## src/rtl/moving_average_decoder.sv

```systemverilog
// moving_average_decoder: rebuilds the sample stream x[n] from a running
// DEPTH-sample window sum S[n] using D = S[n] - S[n-1] + x[n-DEPTH].
// History of reconstructed samples lives in a circular buffer; reads are
// forced to zero until DEPTH samples have been accepted (FILL state).
// Optional range check: define MOVING_AVERAGE_DECODER_CHECK_EN to add the
// sticky ovf output flagging reconstructed values that exceed DATA_W bits.
module moving_average_decoder #(
    parameter int DEPTH  = 8,
    parameter int DATA_W = 32,
    parameter int SUM_W  = DATA_W + $clog2(DEPTH)
) (
    input  logic              clk,
    input  logic              nrst,
    input  logic              ena,
    input  logic [SUM_W-1:0]  is,
    output logic [DATA_W-1:0] od,
    output logic              od_valid
`ifdef MOVING_AVERAGE_DECODER_CHECK_EN
    ,
    output logic              ovf
`endif
);

    localparam int PTR_W  = (DEPTH > 1) ? $clog2(DEPTH) : 1;
    localparam int FILL_W = $clog2(DEPTH + 1);

    localparam logic [PTR_W-1:0]  LAST_PTR  = PTR_W'(DEPTH - 1);
    localparam logic [FILL_W-1:0] LAST_FILL = FILL_W'(DEPTH - 1);
    localparam logic [FILL_W-1:0] FULL_CNT  = FILL_W'(DEPTH);

    typedef enum logic {
        FILL = 1'b0,
        RUN  = 1'b1
    } state_t;

    state_t             state;
    logic [SUM_W-1:0]   prev_sum;
    logic [PTR_W-1:0]   wr_ptr;
    logic [FILL_W-1:0]  fill_cnt;
    logic [DATA_W-1:0]  hist [DEPTH];
    logic [DATA_W-1:0]  old;
    logic [SUM_W-1:0]   diff;

    // Oldest sample leaving the window, then the modular difference that recovers x[n]
    always_comb begin
        old  = '0;
        if (state == RUN) begin
            old = hist[wr_ptr];
        end
        diff = is - prev_sum + SUM_W'(old);
    end

    // History buffer: no reset, written with each accepted reconstructed sample
    always_ff @(posedge clk) begin
        if (ena) begin
            hist[wr_ptr] <= DATA_W'(diff);
        end
    end

    // Control state, pointers and registered outputs
    always_ff @(posedge clk or negedge nrst) begin
        if (!nrst) begin
            state    <= FILL;
            prev_sum <= '0;
            wr_ptr   <= '0;
            fill_cnt <= '0;
            od       <= '0;
            od_valid <= 1'b0;
`ifdef MOVING_AVERAGE_DECODER_CHECK_EN
            ovf      <= 1'b0;
`endif
        end else begin
            od_valid <= ena;
            if (ena) begin
                od       <= DATA_W'(diff);
                prev_sum <= is;
                wr_ptr   <= (wr_ptr == LAST_PTR) ? '0 : wr_ptr + 1'b1;
`ifdef MOVING_AVERAGE_DECODER_CHECK_EN
                if (|diff[SUM_W-1:DATA_W]) begin
                    ovf <= 1'b1;
                end
`endif
                case (state)
                    FILL: begin
                        if (fill_cnt == LAST_FILL) begin
                            fill_cnt <= FULL_CNT;
                            state    <= RUN;
                        end else begin
                            fill_cnt <= fill_cnt + 1'b1;
                        end
                    end
                    RUN: begin
                        fill_cnt <= FULL_CNT;
                    end
                    default: begin
                        state <= FILL;
                    end
                endcase
            end
        end
    end

endmodule

```

## config.mk

```make
export PLATFORM = sky130hd
export DESIGN_NAME = moving_average_decoder
export DESIGN_NICKNAME = d
export VERILOG_FILES = /design/src/rtl/moving_average_decoder.sv
export SDC_FILE = /design/constraint.sdc
export NUM_CORES = 1
export LEC_CHECK = 0
export BUFFER_PORTS_ARGS = -buffer_cell sky130_fd_sc_hd__buf_2
export CORE_ASPECT_RATIO = 0.6
export CORE_MARGIN = 3
export CORE_UTILIZATION = 52
export CTS_CLUSTER_DIAMETER = 30
export CTS_CLUSTER_SIZE = 12
export DETAILED_ROUTE_END_ITERATION = 16
export GPL_TIMING_DRIVEN = 0
export PLACE_DENSITY_LB_ADDON = 0.3
export SLEW_MARGIN = 20
export SYNTH_ARGS = -nofsm -noshare
export SYNTH_HDL_FRONTEND = slang
export SYNTH_SLANG_ARGS = --single-unit
```

## constraint.sdc

```tcl
create_clock -name clk -period 3.8 [get_ports clk]
set_input_delay 0.76 -clock clk [delete_from_list [all_inputs] [get_ports clk]]
set_output_delay 0.76 -clock clk [all_outputs]
set_load 0.02 [all_outputs]
```

==> out/qor.txt, run 1 <==
Slowest-stage cell, CP: dfrtp_1
vias in the first global route: 10.60k
CTS tree: yes
H-tree Lvls: 2
Core Region: 29070 sq um
Die Span Y: 139.7 microns
Max Root-Sink Buffers: 3
slack of the critical path: -0.5082 ns
Relative slew margins: 28.01%
layout cell share with drive strength beyond 1: 41.40%
crit path DAT: 4.72 ns
ANT nets after route: 0
setup repair after global routing missed its margin: yes
most frequent cells in the layout: edfxtp_1, inv_1, mux2i_1, dfrtp_1, mux2_2
Ports: 71
final hold vios: 0
CP Max Fanout: 8
Critical Path Most Common Cell: nor2_1
WS Path Type: register to register
crit end category: register
reg2reg setup slack: -0.51 ns
startpoint class of the critical path: register
Die W: 228.9 microns
clock sink count: 329
Worst-path clk slew: 0.06 ns
largest net degree at the start of global routing: 47
async set or reset register ratio after synthesis: 22.19%
YS warnings: 0
maxcap violations: 0
die area: 31980 sq um
IO Port Bufs: 67
Synth Net Count: 1227
hpwl dp: 29.42 mm
first-pass GRT wire length: 66.90 mm
Initial Utilization: 53.31%
drt drc: 0
min-delay worst type: primary input to async pin
worst slew pin tran: 1.080 ns
Synth Flop Type: edfxtp_1
Initial DRC Count: 1381
first-pass iteration count of the detailed router: 5
Setup-failing EPs final: 243
worst clock skew: 0.02122 ns
Cell Area, Synth: 15500 sq um
clk_lat worst skew: 0.56 ns
initial antenna violation count: 0
final worst path period share: 113.4%
crit path time final: 4.308 ns
Cells after Synth: 1123
grt total ovfl: 0
Total Routed Length: 49.45 mm
Slew Viols, Final: 0
# rows: 48
fmax: 232.1 MHz
via count: 11.02k
CTS Hold Buffers Added: 0
nets: 1439
most common cell after layout, fill and taps aside: edfxtp_1
Final Wtd Congestion: 0.9629
Avg WL per Cell: 27.91 microns
Worst Path Required: 4.22 ns
violated checks: setup timing
area delta synth->final: 36.66%
Yosys reg bits: 329
sequential area share after synthesis: 61.39%
Post-Syn Area per Cell: 13.80 sq um
number of synthesized flops with an enable pin: 256
CP max stage delay: 0.44 ns
Num CTS Buffers: 45
Total GRT Usage: 28.50%
Yosys cell types: 67
clock root cell: clkbuf_16
status: finished with violations
Setup TNS: -71.48 ns
CP Cell Sequence: buf_8 -> clkbuf_16 -> buf_12 -> mux2i_1 -> nor2_1 -> a21oi_1 -> nor2_1 -> o21ai_2 -> fa_1 -> inv_1 -> ha_4 -> a21oi_4 -> o211ai_2 -> a211oi_2 -> a2111oi_2 -> a211o_4 -> and4b_1 -> or3_1
via density per instance: 6.219
ant diodes: 0
-- critical path, delay by kind of cell (launching register included) --
kind / cells / cell delay, ns
and+or+nand+nor: 4 / 0.74
DFF: 1 / 0.44
muxes: 1 / 0.20
AOI/OAI and AO/OA: 7 / 1.51
buffers and inverters: 4 / 0.57
adders and majority gates: 2 / 0.68
-- path summary, 6_finish.rpt --
kind,startpoint,endpoint,cells after the start
setup reg to reg,wr_ptr[2],od[29],18
max in group asynchronous,nrst,od[17],2
min in group clk,is[3],prev_sum[3],2
setup / recovery,wr_ptr[2],od[29],18
hold reg to reg,fill_cnt[3],state,1
hold / removal,nrst,od[30],1
-- cell usage after synthesis (8+ instances only) --
cell / instances / area, sq um
xnor2_1: 23 / 201.4
a21oi_1: 42 / 210.2
o22ai_1: 37 / 231.5
inv_1: 97 / 364.1
a21oi_2: 8 / 70.07
dfrtp_1: 73 / 1827
nor2_1: 74 / 277.8
mux2_2: 81 / 912.1
nand2_1: 45 / 168.9
mux2i_1: 78 / 780.8
fa_1: 31 / 620.6
a22oi_1: 16 / 120.1
buf_2: 15 / 75.07
xor2_1: 8 / 70.07
a31oi_1: 8 / 50.05
ha_1: 35 / 437.9
edfxtp_1: 256 / 7687
a21o_1: 9 / 67.56
clkbuf_1: 31 / 116.4
o21ai_0: 43 / 215.2
-- per-stage QoR --
step | utilization [%] | setup WS, ns | area [sq um] | hold WS, ns | std cells
detailed placement | 57.98 | -1.598 | 16850 | 0.4809 | 1605
global route | 72.86 | -0.5838 | 21180 | 0.1719 | 1772
global placement | 56.65 | -1.924 | 16470 | 0.4739 | 1590
finish | 72.86 | -0.5082 | 21180 | 0.1502 | 1772
floorplan | - | -0.007150 | 15630 | 0.4623 | 1123
CTS | 68.51 | -0.3439 | 19910 | 0.1554 | 1724
-- routing by layer --
layer	GRT usage [%]	wire length, microns
met1	41.68	19930
met2	41.81	21630
met3	8.531	5819
met4	7.913	2079
met5	0	0
-- timing repair --
action	CTS	global route
buffers inserted	36	48
pin swaps	53	73
gates resized for setup	242	143
gates cloned	8	5
setup endpoints to repair	270	252
-- sequential cells by signal, indices dropped and copies added (netlist names) --
register  cells
hist        256
od           32
prev_sum     32
fill_cnt      4
wr_ptr        3
od_valid      1
state         1
-- final cells by class --
class | count | area [sq um]
clock inverters | 25 | 299.0
clock buffers | 59 | 1261
fillers | 1754 | 7889
flip-flops and latches | 329 | 9514
repair buffers | 167 | 1625
inverters | 97 | 364.1
multi-input cells | 649 | 7030
plain buffers | 46 | 584.3
well taps | 400 | 500.5
-- cells by family after synthesis --
group                      Yosys count  synth area share [%]
AOI/OAI and AO/OA                  210                 9.164
xor gates and xnor gates            32                 1.857
adders and majority gates           66                 6.830
buffers and inverters              151                 3.827
DFF                                329                 61.39
muxes                              166                 11.94
and+or+nand+nor                    169                 4.989
Power of run 1 is not shown: default switching activity piles up to over one toggle a cycle in this logic, so the estimate is an artifact.
==> run 2, diff against run 1 <==
Settings changed: ABC_AREA set to 0, CELL_PAD_IN_SITES_DETAIL_PLACEMENT set to 0, CELL_PAD_IN_SITES_GLOBAL_PLACEMENT set to 1, CORE_UTILIZATION 52 to 47.
==> run 2 against run 1 <==
Largest cell class unchanged. Count of clock-buffer cells in the layout decreased by 8. Core utilization fell by 6.0 points. Via count shrank 2.6%. Cell count rose by 1.7%. Critical path type unchanged. Non-clock buffer count up 20. Global-route usage is 2.6 points lower. Die area grew 10%. Worst setup slack improved by 0.069 ns. Sequential share of layout area down 0.25 points. Critical endpoint is now od[31]. The run still ends with setup timing left. Clock skew up 0.00077 ns.
==> out/qor.txt, run 2 (synthesis results as in run 1) <==
clk_lat worst skew: 0.56 ns (about the same)
startpoint class of the critical path: register (unchanged)
vias in the first global route: 10.33k (was 10.60k)
max reg flops: 256 (unchanged)
worst clock skew: 0.02199 ns (was 0.02122 ns)
crit end category: register (unchanged)
worst slew pin tran: 1.157 ns (was 1.080 ns)
Relative slew margins: 22.85% (was 28.01%)
final worst path period share: 111.6% (was 113.4%)
Worst Path Required: 4.22 ns (about the same)
largest registers: hist x256, od x32, prev_sum x32 (unchanged)
hpwl dp: 29.45 mm (was 29.42 mm)
Total Routed Length: 47.04 mm (was 49.45 mm)
slack of the critical path: -0.4392 ns (was -0.5082 ns)
Critical Path Most Common Cell: buf_12 (was nor2_1)
final hold vios: 0 (unchanged)
most frequent cells in the layout: edfxtp_1, inv_1, mux2_2 (was edfxtp_1, inv_1, mux2i_1, dfrtp_1, mux2_2)
Bufs and invs on worst path: 8 (was 4)
nets: 1457 (was 1439)
Ports: 71 (unchanged)
clock sink count: 329 (unchanged)
drt drc: 0 (unchanged)
first-pass GRT wire length: 66.68 mm (was 66.90 mm)
layout cell share with drive strength beyond 1: 44.05% (was 41.40%)
maxcap violations: 0 (unchanged)
status: finished with violations (unchanged)
Total GRT Usage: 25.89% (was 28.50%)
CP max stage delay: 0.58 ns (was 0.44 ns)
Die W: 240.4 microns (was 228.9 microns)
clock root cell: clkbuf_16 (unchanged)
area delta synth->final: 37.46% (was 36.66%)
IO Port Bufs: 67 (unchanged)
Core Region: 31840 sq um (was 29070 sq um)
Num CTS Buffers: 45 (unchanged)
Worst-path clk slew: 0.05 ns (was 0.06 ns)
Initial DRC Count: 1085 (was 1381)
most common cell after layout, fill and taps aside: edfxtp_1 (unchanged)
WS Path Type: register to register (unchanged)
Slew Viols, Final: 0 (unchanged)
most flop-heavy register: hist (unchanged)
Die Span Y: 146.7 microns (was 139.7 microns)
Initial Utilization: 48.67% (was 53.31%)
Max Root-Sink Buffers: 3 (unchanged)
WHS: 0.1911 ns (was 0.1502 ns)
H-tree Lvls: 2 (unchanged)
via count: 10.73k (was 11.02k)
initial antenna violation count: 1 (was 0)
violated checks: setup timing (unchanged)
# rows: 50 (was 48)
CP delay by family, top: buffers and inverters (was compound AO/OA/AOI/OAI gates)
die area: 35260 sq um (was 31980 sq um)
ANT nets after route: 0 (unchanged)
crit path DAT: 4.66 ns (was 4.72 ns)
via density per instance: 5.951 (was 6.219)
Final Wtd Congestion: 0.8810 (was 0.9629)
ant diodes: 0 (unchanged)
CP Max Fanout: 6 (was 8)
CTS tree: yes (unchanged)
largest net degree at the start of global routing: 42 (was 47)
first-pass iteration count of the detailed router: 5 (unchanged)
Avg WL per Cell: 26.09 microns (was 27.91 microns)
grt total ovfl: 0 (unchanged)
setup repair after global routing missed its margin: yes (unchanged)
min-delay worst type: primary input to async pin (unchanged)
CP Cell Sequence: buf_12 -> buf_12 -> buf_12 -> buf_6 -> nor2_2 -> a21oi_1 -> nor2_1 -> a221o_1 -> nand2_2 -> fa_1 -> inv_2 -> ha_4 -> buf_6 -> buf_4 -> nand2_4 -> nor2_4 -> a211oi_4 -> o31ai_2 -> a221oi_4 -> xor2_2 -> buf_4 -> mux2_2 (was buf_8 -> clkbuf_16 -> buf_12 -> mux2i_1 -> nor2_1 -> a21oi_1 -> nor2_1 -> o21ai_2 -> fa_1 -> inv_1 -> ha_4 -> a21oi_4 -> o211ai_2 -> a211oi_2 -> a2111oi_2 -> a211o_4 -> and4b_1 -> or3_1)
crit path time final: 4.239 ns (was 4.308 ns)
Setup-failing EPs final: 213 (was 243)
fmax: 235.9 MHz (was 232.1 MHz)
Slowest-stage cell, CP: fa_1 (was dfrtp_1)
[run 2: cell count changes in the layout (fill, tap and decap cells not counted), sizes merged]
cell,before,now
bufbuf,0,1
clkbuf,84,73
clkinv,8,16
bufinv,5,3
xor2,11,12
inv,102,101
buf,188,210
xnor2,27,24
[run 2: path summary, 6_finish.rpt]
path / start / end / slack, ns / cells after the start
worst max-delay path: wr_ptr[0] / od[31] / -0.44 / 22
worst min-delay path: nrst / od[30] / 0.19 / 1
worst max register to register: wr_ptr[0] / od[31] / -0.44 / 22
worst min register to register: fill_cnt[3] / state / 0.50 / 1
max in group asynchronous: nrst / fill_cnt[0] / 2.95 / 2
min in group clk: ena / od_valid / 0.40 / 1
[run 2: timing repair]
action                                  4_1_cts  5_1_grt
setup buffers                                56       42
hold buffers                                  0        0
gates resized for setup                     283      137
gates cloned                                  9        7
pin swaps                                    73       55
endpoints found under the setup margin      270      262
[run 2: area by class of cell]
cell class	count	area, sq um
sequential	329	9517
tap	416	520.5
multi-input combinational	647	7104
timing repair buffer	187	1773
clock inverter	30	279.0
fill	2138	10540
clock buffer	51	1159
buffer	46	584.3
inverter	97	366.6
[run 2: layer usage]
layer  GRT usage (%)  part of all wire (%)
met5               0                     0
met4           7.233                   3.2
met3           7.570                    11
met2           35.97                    42
met1           39.41                    44
[run 2: metrics by stage]
| stage | setup TNS (ns) | worst slack (ns) | area, sq um | utilization (%) | cells |
|---|---|---|---|---|---|
| floorplan | -0.007220 | -0.007150 | 15630 | - | 1123 |
| global placement | -620.90 | -1.917 | 16490 | 51.78 | 1606 |
| detailed placement | -277.49 | -1.554 | 16890 | 53.04 | 1621 |
| CTS | -31.50 | -0.3688 | 20170 | 63.36 | 1757 |
| global route | -69.65 | -0.5386 | 21300 | 66.90 | 1803 |
| finish | -45.38 | -0.4392 | 21300 | 66.90 | 1803 |
Power of run 2 is left out for the same reason.
==> run 3, diff against run 2 <==
Settings changed: CORE_UTILIZATION 47 to 52, CTS_CLUSTER_DIAMETER 30 to 40.
Clock period 3.8 ns to 4.73 ns, I/O delays scaled along.
==> run 3 against run 2 <==
The flow now finishes without violations. Cell count shrank 6.4%. Sequential cell count is the same. Count of clock-buffer cells in the layout grew 7. Critical endpoint is now od[24]. Clock skew shrank 0.0051 ns. Via count shrank 7.0%. First-iteration DRC count shrank 8.6%. Register-to-register slack gained 0.48 ns. Die area shrank 9.3%.
==> out/qor.txt, run 3 (synthesis results as in run 1) <==
Final Wtd Congestion: 0.8711 (was 0.8810)
Die W: 228.9 microns (was 240.4 microns)
IO Port Bufs: 67 (unchanged)
ANT nets after route: 0 (unchanged)
max reg flops: 256 (unchanged)
fin area: 18440 sq um (was 21300 sq um)
fmax: 213.1 MHz (was 235.9 MHz)
hpwl dp: 28.97 mm (was 29.45 mm)
CP Cell Sequence: buf_8 -> buf_6 -> buf_8 -> mux2i_1 -> o22ai_1 -> nor2_2 -> nor2_1 -> fa_1 -> ha_1 -> nand2_1 -> o211ai_1 -> a22oi_2 -> buf_4 -> a311oi_4 -> nor2_1 -> xnor2_2 -> buf_4 -> mux2_2 (was buf_12 -> buf_12 -> buf_12 -> buf_6 -> nor2_2 -> a21oi_1 -> nor2_1 -> a221o_1 -> nand2_2 -> fa_1 -> inv_2 -> ha_4 -> buf_6 -> buf_4 -> nand2_4 -> nor2_4 -> a211oi_4 -> o31ai_2 -> a221oi_4 -> xor2_2 -> buf_4 -> mux2_2)
clock root cell: clkbuf_16 (unchanged)
Worst Path Required: 5.13 ns (was 4.22 ns)
Core Region: 29070 sq um (was 31840 sq um)
Cell Area, Placed: 16680 sq um (was 16890 sq um)
status: finished clean (was finished with violations)
Initial Utilization: 53.31% (was 48.67%)
worst clock skew: 0.01688 ns (was 0.02199 ns)
worst slew pin tran: 1.151 ns (was 1.157 ns)
grt total ovfl: 0 (unchanged)
Slowest-stage cell, CP: fa_1 (unchanged)
Relative slew margins: 23.28% (was 22.85%)
Worst-path clk slew: 0.06 ns (was 0.05 ns)
clk_lat worst skew: 0.53 ns (was 0.56 ns)
nets: 1362 (was 1457)
via count: 9982 (was 10.73k)
H-tree Lvls: 2 (unchanged)
Ports: 71 (unchanged)
WS Path Type: register to register (unchanged)
largest net degree at the start of global routing: 47 (was 42)
crit path DAT: 5.10 ns (was 4.66 ns)
most frequent cells in the layout: edfxtp_1, inv_1, mux2_2 (unchanged)
maxcap violations: 0 (unchanged)
startpoint class of the critical path: register (unchanged)
clock sink count: 329 (unchanged)
final worst path period share: 99.21% (was 111.6%)
Fillers: 2236 (was 2138)
CP max stage delay: 0.44 ns (was 0.58 ns)
CTS Hold Buffers Added: 0 (unchanged)
wl on met1: 18.45 mm (was 20.72 mm)
Post-Layout Cell Count: 1687 (was 1803)
Util after Layout: 63.43% (was 66.90%)
top layer in use: met4 (unchanged)
via density per instance: 5.917 (was 5.951)
ant diodes: 0 (unchanged)
crit path time final: 4.693 ns (was 4.239 ns)
Avg WL per Cell: 24.51 microns (was 26.09 microns)
initial antenna violation count: 0 (was 1)
layout cell share with drive strength beyond 1: 27.74% (was 44.05%)
largest registers: hist x256, od x32, prev_sum x32 (unchanged)
most common cell after layout, fill and taps aside: edfxtp_1 (unchanged)
Routed met2 length: 17.40 mm (was 19.58 mm)
area delta synth->final: 18.97% (was 37.46%)
die area: 31980 sq um (was 35260 sq um)
most flop-heavy register: hist (unchanged)
Max Root-Sink Buffers: 3 (unchanged)
vias in the first global route: 9928 (was 10.33k)
Inst Count DP: 1607 (was 1621)
Slew Viols, Final: 0 (unchanged)
CP Max Fanout: 10 (was 6)
Total Routed Length: 41.35 mm (was 47.04 mm)
Initial DRC Count: 992 (was 1085)
CTS tree: yes (unchanged)
Total GRT Usage: 26.29% (was 25.89%)
Setup-failing EPs final: 0 (was 213)
Die Span Y: 139.7 microns (was 146.7 microns)
first-pass iteration count of the detailed router: 5 (unchanged)
WL met3: 4.614 mm (was 5.218 mm)
Num CTS Buffers: 38 (was 45)
crit end category: register (unchanged)
# rows: 48 (was 50)
Setup TNS: 0 ns (was -45.38 ns)
min-delay worst type: primary input to async pin (unchanged)
drt drc: 0 (unchanged)
first-pass GRT wire length: 62.11 mm (was 66.68 mm)
final hold vios: 0 (unchanged)
## run 3: what timing repair did
| action | 4_1_cts | 5_1_grt |
|---|---|---|
| setup endpoints to repair | 269 | 216 |
| pin swaps | 9 | 13 |
| gates resized for setup | 86 | 46 |
| gates cloned | 0 | 0 |
| buffers inserted | 10 | 6 |
## run 3: layout make-up
class | count | area, sq um | share of cell area [%]
timing repair buffer | 100 | 754.5 | 4.092
clock buffer | 58 | 1090 | 5.911
sequential | 329 | 9518 | 51.62
multi-input combinational | 643 | 5776 | 31.32
tap | 400 | 500.5 | 2.714
inverter | 97 | 364.1 | 1.975
clock inverter | 11 | 106.4 | 0.5768
buffer | 49 | 329.1 | 1.785
## run 3: path summary, 6_finish.rpt
path,to,slack [ns],cells after the start,startpoint
worst min register to register,od[22],0.50,1,od[22]
worst max-delay path,od[24],0.04,18,wr_ptr[0]
worst max register to register,od[24],0.04,18,wr_ptr[0]
worst min-delay path,od[30],0.36,1,nrst
max in group asynchronous,od[8],3.72,2,nrst
min in group clk,od[22],0.50,1,od[22]
## run 3: through the flow
step	hold slack [ns]	setup WS [ns]
final	0.3615	0.03749
after global routing	0.3713	-0.07527
after CTS	0.3692	-0.02918
after detailed placement	0.4939	-1.258
after global placement	0.4844	-2.771
after floorplan	0.4623	0.4210
## run 3: worst max-delay path, delay by kind of cell (launching register included)
family	cells	cell delay, ns
compound gates	4	1.08
xor+xnor	1	0.16
fa+ha+maj	2	0.80
buf+inv	5	0.98
flops	1	0.41
mux	2	0.55
simple gates	4	0.55
## run 3: layer usage
metal	vias to the layer above	track usage [%]
li1	4407	-
met1	4999	39.52
met2	516	37.96
met3	60	7.508
met4	0	6.429
met5	-	0
Power of run 3 is left out for the same reason.
